===== src/rtl/fir_decim_scaler.sv =====
// Decimating averager behind the 16-tap FIR: frame sum, round, shift, saturate.
// Result is held in a valid/ready output register; sticky clip and overrun flags.
module fir_decim_scaler #(
    parameter int IN_WIDTH  = 30,
    parameter int OUT_WIDTH = 16,
    parameter int CNT_WIDTH = 8
) (
    input  logic                        clk,
    input  logic                        n_rst,
    input  logic                        en,
    input  logic signed [IN_WIDTH-1:0]  din,
    input  logic [CNT_WIDTH-1:0]        decim,
    input  logic [4:0]                  shift,
    input  logic                        clr_flags,
    output logic signed [OUT_WIDTH-1:0] dout,
    output logic                        dout_valid,
    input  logic                        dout_ready,
    output logic                        sat_flag,
    output logic                        ovr_flag
);

    localparam int AW = IN_WIDTH + CNT_WIDTH;

    localparam logic [CNT_WIDTH-1:0] C_ONE = {{(CNT_WIDTH-1){1'b0}}, 1'b1};
    localparam logic [AW:0] R_ONE = {{AW{1'b0}}, 1'b1};
    localparam logic signed [AW:0] S_MAX =
        {{(AW-OUT_WIDTH+2){1'b0}}, {(OUT_WIDTH-1){1'b1}}};
    localparam logic signed [AW:0] S_MIN =
        {{(AW-OUT_WIDTH+2){1'b1}}, {(OUT_WIDTH-1){1'b0}}};

    logic [CNT_WIDTH-1:0] r_cnt;
    logic [CNT_WIDTH-1:0] r_r_lat;
    logic [4:0]           r_sh_lat;
    logic signed [AW-1:0] r_acc;

    logic                 r_a_vld;
    logic signed [AW-1:0] r_a_sum;
    logic [4:0]           r_a_sh;

    logic [CNT_WIDTH-1:0]  w_decim_eff;
    logic [CNT_WIDTH-1:0]  w_r_cur;
    logic [4:0]            w_sh_cur;
    logic                  w_first;
    logic                  w_last;
    logic signed [AW-1:0]  w_din_x;
    logic signed [AW-1:0]  w_sum;
    logic [AW:0]           w_half;
    logic signed [AW:0]    w_rnd;
    logic signed [AW:0]    w_shr;
    logic                  w_hi;
    logic                  w_lo;
    logic [OUT_WIDTH-1:0]  w_res;
    logic                  w_load;
    logic                  w_drop;

    // At the first sample of a frame the live decim/shift apply, so R=1 closes at once
    assign w_first     = (r_cnt == '0);
    assign w_decim_eff = (decim == '0) ? C_ONE : decim;
    assign w_r_cur     = w_first ? w_decim_eff : r_r_lat;
    assign w_sh_cur    = w_first ? shift : r_sh_lat;
    assign w_last      = (r_cnt == w_r_cur - C_ONE);
    assign w_din_x     = {{CNT_WIDTH{din[IN_WIDTH-1]}}, din};
    assign w_sum       = w_first ? w_din_x : r_acc + w_din_x;

    assign w_half = (r_a_sh == 5'd0) ? '0 : (R_ONE << (r_a_sh - 5'd1));
    assign w_rnd  = {r_a_sum[AW-1], r_a_sum} + w_half;
    assign w_shr  = w_rnd >>> r_a_sh;
    assign w_hi   = (w_shr > S_MAX);
    assign w_lo   = (w_shr < S_MIN);
    assign w_res  = w_hi ? S_MAX[OUT_WIDTH-1:0] :
                    w_lo ? S_MIN[OUT_WIDTH-1:0] : w_shr[OUT_WIDTH-1:0];

    assign w_load = r_a_vld & (~dout_valid | dout_ready);
    assign w_drop = r_a_vld & dout_valid & ~dout_ready;

    always_ff @(posedge clk or negedge n_rst) begin
        if (!n_rst) begin
            r_cnt    <= '0;
            r_r_lat  <= C_ONE;
            r_sh_lat <= '0;
            r_acc    <= '0;
            r_a_vld  <= 1'b0;
            r_a_sum  <= '0;
            r_a_sh   <= '0;
        end else if (!en) begin
            r_cnt   <= '0;
            r_acc   <= '0;
            r_a_vld <= 1'b0;
        end else begin
            if (w_first) begin
                r_r_lat  <= w_decim_eff;
                r_sh_lat <= shift;
            end
            if (w_last) begin
                r_cnt   <= '0;
                r_acc   <= '0;
                r_a_vld <= 1'b1;
                r_a_sum <= w_sum;
                r_a_sh  <= w_sh_cur;
            end else begin
                r_cnt   <= r_cnt + C_ONE;
                r_acc   <= w_sum;
                r_a_vld <= 1'b0;
            end
        end
    end

    always_ff @(posedge clk or negedge n_rst) begin
        if (!n_rst) begin
            dout       <= '0;
            dout_valid <= 1'b0;
            sat_flag   <= 1'b0;
            ovr_flag   <= 1'b0;
        end else begin
            if (w_load) begin
                dout       <= w_res;
                dout_valid <= 1'b1;
            end else if (dout_valid && dout_ready) begin
                dout_valid <= 1'b0;
            end
            // A set event on the same edge overrides the clear
            if (w_load && (w_hi || w_lo)) begin
                sat_flag <= 1'b1;
            end else if (clr_flags) begin
                sat_flag <= 1'b0;
            end
            if (w_drop) begin
                ovr_flag <= 1'b1;
            end else if (clr_flags) begin
                ovr_flag <= 1'b0;
            end
        end
    end

endmodule

===== config.mk =====
export PLATFORM = sky130hd
export DESIGN_NAME = fir_decim_scaler
export DESIGN_NICKNAME = d
export VERILOG_FILES = /design/src/rtl/fir_decim_scaler.sv
export SDC_FILE = /design/constraint.sdc
export NUM_CORES = 1
export LEC_CHECK = 0
export ABC_AREA = 1
export CORE_MARGIN = 1.5
export CORE_UTILIZATION = 30
export DETAILED_ROUTE_END_ITERATION = 8
export DONT_BUFFER_PORTS = 1
export SYNTH_ARGS = -nofsm -noshare
export SYNTH_HDL_FRONTEND = slang
export SYNTH_SLANG_ARGS = --single-unit

===== constraint.sdc =====
create_clock -name clk -period 14.72 [get_ports clk]
set_clock_uncertainty 0.2 [all_clocks]
set_input_delay 4.416 -clock clk [delete_from_list [all_inputs] [get_ports clk]]
set_output_delay 4.416 -clock clk [all_outputs]
set_load 0.1 [all_outputs]

### Word-level counts from Yosys, hierarchy flattened

Cells that the tools add are included.

* register bits: 122
* output and inout port bits: 19

* add/subtract/negate cells: 5
* magnitude comparators: 2
* eq/ne operators: 1
* shift-type cells: 2
* multiplexer cells: 18
* bitwise logic cells: 6
* reduce and logical (&&, ||, !) cells: 10

Operators with widths (number)
* 38-bit 2-to-1 mux: 3
* 39-bit adder: 1
* 39-bit by 16-bit greater-than comparator with 1-bit output, second input constant: 1
* 39-bit by 16-bit < comparator with 1-bit output, second input constant: 1
* 39-bit 2-to-1 mux: 1
* 1-bit by 5-bit << shifter with 39-bit output, first input constant: 1
* 39-bit by 5-bit >>> shifter with 39-bit output: 1
* 38-bit by 30-bit adder with 38-bit output: 1
* 16-bit 2-to-1 mux: 2
* 8-bit 2-to-1 mux: 4
* 8-bit zero test: 2
* 8-bit by 1-bit adder with 8-bit output, second input constant: 1
* 8-bit equality test: 1
* 8-bit by 1-bit subtractor with 8-bit output, second input constant: 1
* 1-bit 2-to-1 mux: 7
* 2-bit nonzero test: 3
* 5-bit zero test: 1
* 5-bit 2-to-1 mux: 1
* 5-bit by 1-bit subtractor with 5-bit output, second input constant: 1
* 1-bit bitwise AND: 3
* 1-bit logical AND: 2
* 1-bit inverter: 2
* 2-bit AND reduction: 1
* 1-bit logical OR: 1
* 1-bit OR: 1

### Longest topological paths before layout

* word-level depth: 9
* gate-level depth with buffers: 41
* depth with buffers taken out: 38

### Worst setup path after synthesis

OpenSTA, ideal clock, no wires.

* path kind: input-to-reg
* from: in din[0]
* to: reg r_a_sum[22]
* library setup time: 127 ps
* arrival time: 6894 ps
* data required time: 14393 ps
* path slack: 7498 ps
* cell stages on the path: 19
* buffers on the path: 0
* cell sequence: ha_1 fa_1 nand3_1 nand2_1 a21oi_1 inv_1 a21oi_1 inv_1 a21oi_1 inv_1 a21oi_1 inv_1 nand2_1 nand2_1 a21oi_1 xor2_1 nand2_1 o21ai_0 o21ai_0

* cells in the longest elaborated chain, start to end: 2

Ends and longest elaborated chain
* start: declaration: RTL line 11 `input logic signed [IN_WIDTH-1:0] din,`
* 38-bit by 30-bit adder with 38-bit output: RTL line 63 `assign w_sum = w_first ? w_din_x : r_acc + w_din_x;`
* 38-bit 2-to-1 mux: RTL line 63
* end signal: assignment: RTL line 98 `r_a_sum <= w_sum;`
* end: declaration: RTL line 37 `logic signed [AW-1:0] r_a_sum;`

No other way between the ends.
A chain may end at the register's enable or synchronous reset.

### Worst setup path in the final report

Same ends and word-level chain as after synthesis.

==> results_dict.tcl <==
set metrics [dict create \
    finalPower_w 0.00263 \
    reg2reg_from "r_a_sh[3]" \
    setup_viol 0 \
    worstSetupPathType "in2reg" \
    grt_usage 0.193 \
    synth_cell_types 63 \
    synth_flop_cell "dfrtp_1" \
    grt_pass1_vias 13000 \
    ff2ff_path_depth 29 \
    slew_violations 0 \
    syn_nets 2233 \
    max_slew_margin 0.382 \
    ios 67 \
    nNetsFinal 2187 \
    diodes 0 \
    cp-end-kind "register" \
    max_freq_ghz 0.137 \
    synth-edff-count 0 \
    p_int_w 0.00120 \
    dp_hpwl_um 33100 \
    wl_um 41900 \
    hold_class "reg2reg" \
    start_util 0.304 \
    antenna_left 0 \
    final_cell_mix "nand2_1, nand3_1, nor2_1" \
    power.density_nw_per_um2 186 \
    clock_path_buffers 2 \
    async_reset_ff_frac 1.00 \
    post-route-drc-count 0 \
    clockPowerShare 0.162 \
    grt_pass1_wl_um 68500 \
    clock-sinks 122 \
    wire_per_inst_um 15.7 \
    post_cts_buffers 0 \
    seqPwrFrac 0.201 \
    r2r_slack_ns 9.06 \
    clockRootBuffer "clkbuf_16" \
    grt_overflow 0 \
    cts-resized-gates 0 \
    rsz0062_at_grt "no" \
    syn_avg_cell_area_um2 6.21 \
    fin_tns_setup_ns 0 \
    p_leak_nw 7.09 \
    yosys-top-cells-area "dfrtp_1, nand2_1, nand3_1" \
    antenna_found_initial 0 \
    n_fill_cell 4799 \
    yosysSeqAreaShare 0.233 \
    dieHeight_um 212 \
    period_needed_ns 7.32 \
    synth_top_cell_area_share 0.231 \
    fin_crit_sh 0.497 \
    core_um2 43100 \
    cts_inserted_buffers 17 \
    cp_max_fo 4 \
    synthDominantAreaCellType "dfrtp_1" \
    postCtsHoldBufs 0 \
    first_pass_iters 5 \
    switching_share 0.545 \
    hold_path_depth 2 \
    vias 13500 \
    synth_cells 2111 \
    yosysWarnings 0 \
    switchingPower_w 0.00144 \
    cp.arrival_ns 7.43 \
    dieArea_um2 44900 \
    grt_max_degree 123 \
    min_to "r_r_lat[3]" \
    status "finished, final reports clean" \
    gp_routability_congestion 0.945 \
    min-delay-start "r_r_lat[3]" \
    vias_per_cell 5.05 \
    clkLatencyLatePin_ns 0.45 \
    layout_commonest_cell "nand2_1" \
    synth_seq_cells 122 \
    maxCapViolCount 0 \
    path_clk_slew_ns 0.06 \
    tightestPinTransition_ns 0.923 \
    port_buffers 0 \
    start_kind "primary input" \
    final_hold_viol_count 0 \
    vdd_ir_drop_max_mv 0.0784 \
    cts_max_level 4 \
    drive_above_1_share 0.0808 \
    die_w_um 212 \
    area_growth_pct 7.83 \
    drtIter0Drc 994 \
    cts_tree "yes" \
    combPwrFrac 0.637 \
    critPathRequiredTime_ns 14.83 \
    core.rowCount 76 \
    r2r-end "dout[0]" \
    syn_area_um2 13100 \
]
power by group through the flow:
| stage | combinational [W] | clock [W] | sequential, W |
|---|---|---|---|
| finish | 0.00168 | 0.000428 | 0.000529 |
| CTS | 0.00166 | 0.000440 | 0.000529 |
| global placement | 0.00164 | 0 | 0.000531 |
| detailed placement | 0.00165 | 0 | 0.000534 |
| floorplan | 0.00127 | 0 | 0.000518 |
| global route | 0.00188 | 0.000455 | 0.000538 |
cell type report:
type	count	area, µm²	share of cell area
clock inverters	13	139	0.00983
repair buffers	12	90.1	0.00638
clock buffers	19	453	0.0321
multi-input cells	1703	8870	0.628
flip-flops and latches	122	3050	0.216
inverters	209	787	0.0557
well taps	585	732	0.0518
sequential cells by signal (all words and copies together), names as in the netlist, 5 cells and up:
register,cells
r_a_sh,5
dout,16
r_sh_lat,5
r_cnt,8
r_a_sum,38
r_r_lat,8
r_acc,38
kinds of logic after synthesis:
family	Yosys count	synth area share
AND/OR/NAND/NOR	1237	0.419
AO/OA/AOI/OAI	324	0.140
buffers and inverters	286	0.0897
flip-flops	122	0.233
adder cells (fa/ha/maj)	74	0.0718
XOR/XNOR	55	0.0368
multiplexers	12	0.00945
other	1	0.000286
how the worst max path moves through the flow:
stage | startpoint | endpoint | slack (ns) | cells after the start
2_1_floorplan | din[0] | r_a_sum[22] | 7.50 | 19
3_3_place_gp | din[0] | r_a_sum[22] | 6.99 | 19
4_1_cts | din[0] | r_a_sum[22] | 7.43 | 19
5_1_grt | din[0] | r_a_sum[22] | 7.05 | 19
6_report | din[0] | r_a_sum[22] | 7.40 | 19
3_5_place_dp | din[0] | r_a_sum[22] | 6.95 | 19
worst max-delay path, cell delays in order:
cell and delay [ns]:
ha_1 0.24, fa_1 0.46, nand3_1 0.10, nand2_1 0.11
a21oi_1 0.24, inv_1 0.08, a21oi_1 0.27, inv_1 0.07
a21oi_1 0.20, inv_1 0.07, a21oi_1 0.27, inv_1 0.11
nand2_1 0.07, nand2_1 0.08, a21oi_1 0.17, xor2_1 0.15
nand2_1 0.06, o21ai_0 0.14, o21ai_0 0.11
metal layers:
metal	wire length (µm)	part of all wire	track usage	vias up
met4	1140	0.027	0.0690	0
met2	18600	0.44	0.309	357
li1	-	-	-	6878
met1	19900	0.47	0.263	6158
met5	0	0	0	-
met3	2260	0.054	0.0307	64
per-stage QoR:
stage / worst slack, ns / util / area (µm²) / hold slack (ns) / instances
after floorplan: 7.50 / - / 13100 / 0.245 / 2111
after global placement: 6.99 / 0.314 / 13500 / 0.261 / 2631
after detailed placement: 6.95 / 0.314 / 13500 / 0.265 / 2631
after CTS: 7.43 / 0.328 / 14100 / 0.280 / 2663
after global routing: 7.05 / 0.328 / 14100 / 0.311 / 2663
final: 7.40 / 0.328 / 14100 / 0.276 / 2663
cell usage after synthesis, drive strengths merged (15+ instances only):
master / number
nand2: 632
nand3: 303
dfrtp: 121
a21oi: 121
ha: 72
inv: 205
clkbuf: 35
xor2: 32
nor2: 234
a31oi: 15
xnor2: 23
buf: 42
or2: 16
o21ai: 149
nor3: 16
(Power assumes the default switching activity.)
